<file path="config.mk">
export PLATFORM = sky130hd
export DESIGN_NAME = step_sequencer
export DESIGN_NICKNAME = d
export VERILOG_FILES = /design/src/rtl/step_seq_pkg.sv /design/src/rtl/step_sequencer_rise_detect.sv /design/src/rtl/step_sequencer.sv
export SDC_FILE = /design/constraint.sdc
export NUM_CORES = 1
export LEC_CHECK = 0
export ABC_AREA = 1
export BUFFER_PORTS_ARGS = -buffer_cell sky130_fd_sc_hd__buf_2
export CORE_AREA = 4 4 41 43
export CTS_CLUSTER_SIZE = 16
export DETAILED_ROUTE_END_ITERATION = 12
export DIE_AREA = 0 0 45 47
export PLACE_DENSITY = 0.51
export SLEW_MARGIN = 0
export SYNTH_ARGS = -nofsm -noshare
export SYNTH_HDL_FRONTEND = slang
export SYNTH_SLANG_ARGS = --single-unit
</file>
<file path="constraint.sdc">
create_clock -name clock -period 1.98 [get_ports clock]
set_input_delay 0.396 -clock clock [delete_from_list [all_inputs] [get_ports clock]]
set_output_delay 0.396 -clock clock [all_outputs]
set_load 0.03 [all_outputs]
</file>
<file path="src/rtl/step_seq_pkg.sv">
// Shared state encoding for the step sequencer.
package step_seq_pkg;

    typedef enum logic [1:0] {IDLE, ARM, RUN, FIN} seq_state_t;

endpackage

</file>
<file path="src/rtl/step_sequencer_rise_detect.sv">
// Registered rising-edge detector: pulse is high for the first cycle level is seen high.
module rise_detect (
    input  logic clock,
    input  logic reset,
    input  logic level,
    output logic pulse
);

    logic level_q;

    always_ff @(posedge clock or posedge reset) begin
        if (reset) level_q <= 1'b0;
        else       level_q <= level;
    end

    assign pulse = level & ~level_q;

endmodule

</file>
<file path="src/rtl/step_sequencer.sv">
// Timed step sequencer driving an interval timer's enable and consuming its done pulse.
// Define STEP_SEQ_LOOP_EN for continuous looping (finished pulses on each wrap).
module step_sequencer
    import step_seq_pkg::*;
#(
    parameter  int unsigned NUM_STEPS = 4,
    localparam int unsigned STEP_W    = $clog2(NUM_STEPS)
) (
    input  logic                 clock,
    input  logic                 reset,
    input  logic                 start,
    input  logic                 abort,
    input  logic                 done_signal,
    output logic                 enable,
    output logic [STEP_W-1:0]    step_idx,
    output logic [NUM_STEPS-1:0] step_onehot,
    output logic                 busy,
    output logic                 finished
);

    localparam logic [STEP_W-1:0] LAST_STEP = STEP_W'(NUM_STEPS - 1);

    seq_state_t        state, state_next;
    logic [STEP_W-1:0] step_q, step_next;
    logic              done_rise;
`ifdef STEP_SEQ_LOOP_EN
    logic              wrap_q, wrap_next;
`endif

    rise_detect u_done_rise (
        .clock (clock),
        .reset (reset),
        .level (done_signal),
        .pulse (done_rise)
    );

    always_ff @(posedge clock or posedge reset) begin
        if (reset) begin
            state  <= IDLE;
            step_q <= '0;
        end else begin
            state  <= state_next;
            step_q <= step_next;
        end
    end

`ifdef STEP_SEQ_LOOP_EN
    always_ff @(posedge clock or posedge reset) begin
        if (reset) wrap_q <= 1'b0;
        else       wrap_q <= wrap_next;
    end
`endif

    always_comb begin
        state_next = state;
        step_next  = step_q;
`ifdef STEP_SEQ_LOOP_EN
        wrap_next  = 1'b0;
`endif
        case (state)
            IDLE: begin
                if (start && !abort) begin
                    state_next = ARM;
                    step_next  = '0;
                end
            end
            ARM: state_next = RUN;
            RUN: begin
                if (done_rise) begin
                    // Compare before incrementing so the index never passes LAST_STEP.
                    if (step_q != LAST_STEP) begin
                        step_next  = step_q + 1'b1;
                        state_next = ARM;
                    end else begin
`ifdef STEP_SEQ_LOOP_EN
                        step_next  = '0;
                        state_next = ARM;
                        wrap_next  = 1'b1;
`else
                        state_next = FIN;
`endif
                    end
                end
            end
            FIN: begin
                state_next = IDLE;
                step_next  = '0;
            end
            default: begin
                state_next = IDLE;
                step_next  = '0;
            end
        endcase

        // Abort overrides any transition taken above, including a coincident done.
        if (abort && state != IDLE) begin
            state_next = IDLE;
            step_next  = '0;
`ifdef STEP_SEQ_LOOP_EN
            wrap_next  = 1'b0;
`endif
        end
    end

    assign enable      = (state == RUN);
    assign busy        = (state == ARM) || (state == RUN);
    assign step_idx    = step_q;
    assign step_onehot = busy ? (NUM_STEPS'(1) << step_q) : '0;
`ifdef STEP_SEQ_LOOP_EN
    assign finished    = wrap_q;
`else
    assign finished    = (state == FIN);
`endif

endmodule
</file>
==> metrics.md <==
| Metric | Value |
|---|---|
| Post-Synth Adder-Cell Area | `between 20% and 30%` |
| XOR/XNOR share of the synthesized area | `0%` |
| Hold Slack | `0.04774 ns` |
| Syn Nets | `73` |
| CP Data Required Time | `roughly 1.6 ns` |
| Final hold vios | `0` |
| RSZ-0062 raised after global routing | `false` |
| Gr ovfl total | `0` |
| Clk_lat worst skew | `approximately 0.24 ns` |
| GPL Wtd Cong | `around 0.7` |
| CP cell instances | `inv_1 -> ha_1 -> nand2_1 -> inv_1 -> buf_2` |
| Gr usage total | `under 10%` |
| Nets | `around 90` |
| Reg power frac | `between 20% and 30%` |
| Status | `completed` |
| Syn avg cell area | `between 6 and 7 um^2` |
| Yosys warns | `0` |
| Postcts setup bufs | `0` |
| H-tree levels | `1` |
| Multi-input gate area | `239.0 um^2` |
| Post-DRT Antenna Nets | `0` |
| Worst-margin pin slew | `0.2357 ns` |
| Setup CP Type | `flop to primary output` |
| Total negative setup slack | `0 ns` |
| Sw frac | `between 50% and 60%` |
| Count of different cell masters after synthesis | `13` |
| Main synth FF type | `dfrtp_1` |
| CP endpoint kind | `primary output` |
| Average wire per standard cell | `~8.6 um` |
| Cts hold-fix bufs | `0` |
| Number of CTS-inserted buffers | `3` |
| Die Area | `~2100 um^2` |
| Cell-internal power | `around 370 uW` |
| Global-route wire length before repair | `around 1200 um` |
| Initial antenna violation count | `0` |
| Row count | `13` |
| Mux share of post-synthesis cell area | `0%` |
| CTS tree | `built` |
| Worst EP arrival | `about 1.4 ns` |
| Pleak | `~0.00035 uW` |
| NetSw | `~430 uW` |
| Cell mode on critical path | `inv_1` |
| Max Buffers Root-to-Sink | `2` |
| Clk_skew | `approximately 0.0018 ns` |
| Starting Density | `between 30% and 40%` |
| Final WL | `around 800 um` |
| # setup viols final | `0` |
| Filler cells | `150` |
| Delay of the slowest cell on the worst path | `roughly 0.41 ns` |
| Synth Cell Area | `420.4 um^2` |
| CTS Root Cell | `clkbuf_4` |
| Slowest cell on the critical path | `dfrtp_1` |
| Post-Synth Simple-Gate Area | `between 20% and 30%` |
| TritonCTS sink count | `5` |
| Post-synth top area share | `between 20% and 30%` |
| Number of synthesized flops with an enable pin | `0` |
| Clk pin slew, worst setup/hold paths | `0.04 ns` |
| Post-CTS Resized | `0` |
| Post-Syn Instances | `61` |
| CP Launch Type | `flop` |
| CP Max Fanout | `6` |
| Power per Cell Area | `between 1000 and 1500 nW/um^2` |
| Max-slew violation count | `0` |
| DRT Pass-1 Iters | `4` |
| DR iter-0 viols | `10` |
| Yosys top cell by area | `dfrtp_1` |
| Via count | `386` |
| I/O pins | `14` |
| Synth top area cells | `dfrtp_1 (30%), ha_1 (21%), nand2_1 (18%)` |
| Die W | `between 40 and 50 um` |
| Max frequency | `574.0 MHz` |
| Peak VDD IR | `0.0006914 V` |
| Headroom to the max-slew limit | `between 80% and 90%` |
| Post-synthesis sequential area ratio | `approximately 30%` |
| Min Tclk post-route | `~1.7 ns` |
| Final HPWL DP | `around 650 um` |
| Vias in the first global route | `approximately 320` |
| Largest family of logic cells by synthesized area | `simple AND/OR/NAND/NOR gates` |
| HP Class | `primary input to asynchronous set/reset pin` |
| Compound-Gate Fraction of Synth Area | `7.738%` |
| Layout cells sized above 1 | `about a quarter` |
| # diodes | `0` |
| Period utilization | `between 80 and 90%` |
| Maxcap violations | `0` |
| Clock power frac | `14.4%` |
| Post-synth top cells | `nand2_1 (20), inv_1 (14), ha_1 (7)` |
| Most common cell in the netlist | `nand2_1` |
| Reg area | `roughly 130 um^2` |
| Via density | `4.151` |
| Largest net degree at the start of global routing | `8` |
| Residual DRC count | `0` |
| Core ar. | `1301 um^2` |
| Area delta synth->final | `26.19%` |
| Die H | `about 47 um` |
| IO buf count | `13` |
| Comb power frac | `64.0%` |
| Synth Register Bits | `5` |
| Fraction of registers with async set/reset | `100.0%` |
[layer usage]
layer  global-route usage (%)  vias to the layer above  wire length (um)
met5                        0                        -                 0
met4                    5.263                        0                 0
met3                    2.682                        0                54
met2                    11.86                       10               347
met1                    10.37                      162               394
li1                         -                      214                 -
[final cells by class]
cell class | instances | share of cell area, %
multi-input cells | 41 | 45.05
flip-flops and latches | 5 | 23.58
repair buffers | 13 | 12.26
inverters | 15 | 10.61
clock buffers | 4 | 4.953
well taps | 15 | 3.538
[path summary, 6_finish.rpt]
check                             from                  end  slack [ns]  cells after the start
max                           state[1]       step_onehot[2]        0.24                      5
min                              reset  u_done_rise.level_q        0.05                      2
max reg2reg                   state[0]          step_idx[0]        0.60                      9
min reg2reg                   state[0]             state[0]        0.55                      2
max in group asynchronous        reset          step_idx[1]        1.76                      2
min in group clock         done_signal  u_done_rise.level_q        0.28                      1
[stage by stage]
stage	total power [uW]	util, %	setup slack, ns	cells	cell area, um^2
6_report	793.9	40.77	0.2378	93	530.5
3_5_place_dp	688.5	38.75	0.4751	89	504.2
2_1_floorplan	568.3	-	0.3618	61	420.4
4_1_cts	810.7	40.77	0.2098	93	530.5
5_1_grt	872.5	40.77	0.1033	93	530.5
3_3_place_gp	690.8	38.75	0.4886	89	504.2
[state kept, by name, summed over array words and instances (netlist names)]
signal,cells
state,2
u_done_rise.level_q,1
step_idx,2
[worst max-delay path: cells and delay by family (launching register included)]
family | cells | cell delay (ns)
fa+ha+maj | 1 | 0.34
buf+inv | 3 | 0.28
simple gates | 1 | 0.07
flops | 1 | 0.41
[placed cells by master, fill, tap and decap left out]
| cell | Yosys | final |
|---|---|---|
| nand2_4 | 1 | 1 |
| dfrtp_1 | 5 | 5 |
| inv_2 | 1 | 1 |
| o21ai_0 | 4 | 4 |
| clkbuf_1 | 0 | 1 |
| nand2_1 | 20 | 20 |
| nor2_2 | 1 | 1 |
| buf_2 | 0 | 13 |
| clkbuf_4 | 0 | 3 |
| inv_1 | 14 | 14 |
| nor3_1 | 1 | 1 |
| nor2_1 | 4 | 4 |
| o211ai_1 | 1 | 1 |
| nand2_2 | 1 | 1 |
| a21oi_1 | 1 | 1 |
| ha_1 | 7 | 7 |
[kinds of logic (layout without fill, tap and decap cells)]
group / count (synthesis) / count (layout)
flip-flops: 5 / 5
AND/OR/NAND/NOR: 28 / 28
adder cells (fa/ha/maj): 7 / 7
buffers and inverters: 15 / 32
AO/OA/AOI/OAI: 6 / 6
[power groups by stage]
stage	Sequential, uW	Combinational (uW)	Clock [uW]
2_1_floorplan	186	383	0
3_3_place_gp	173	518	0
3_5_place_dp	173	515	0
4_1_cts	171	519	120
5_1_grt	176	566	131
6_report	171	508	114
Power figures use the tool's default switching activity.
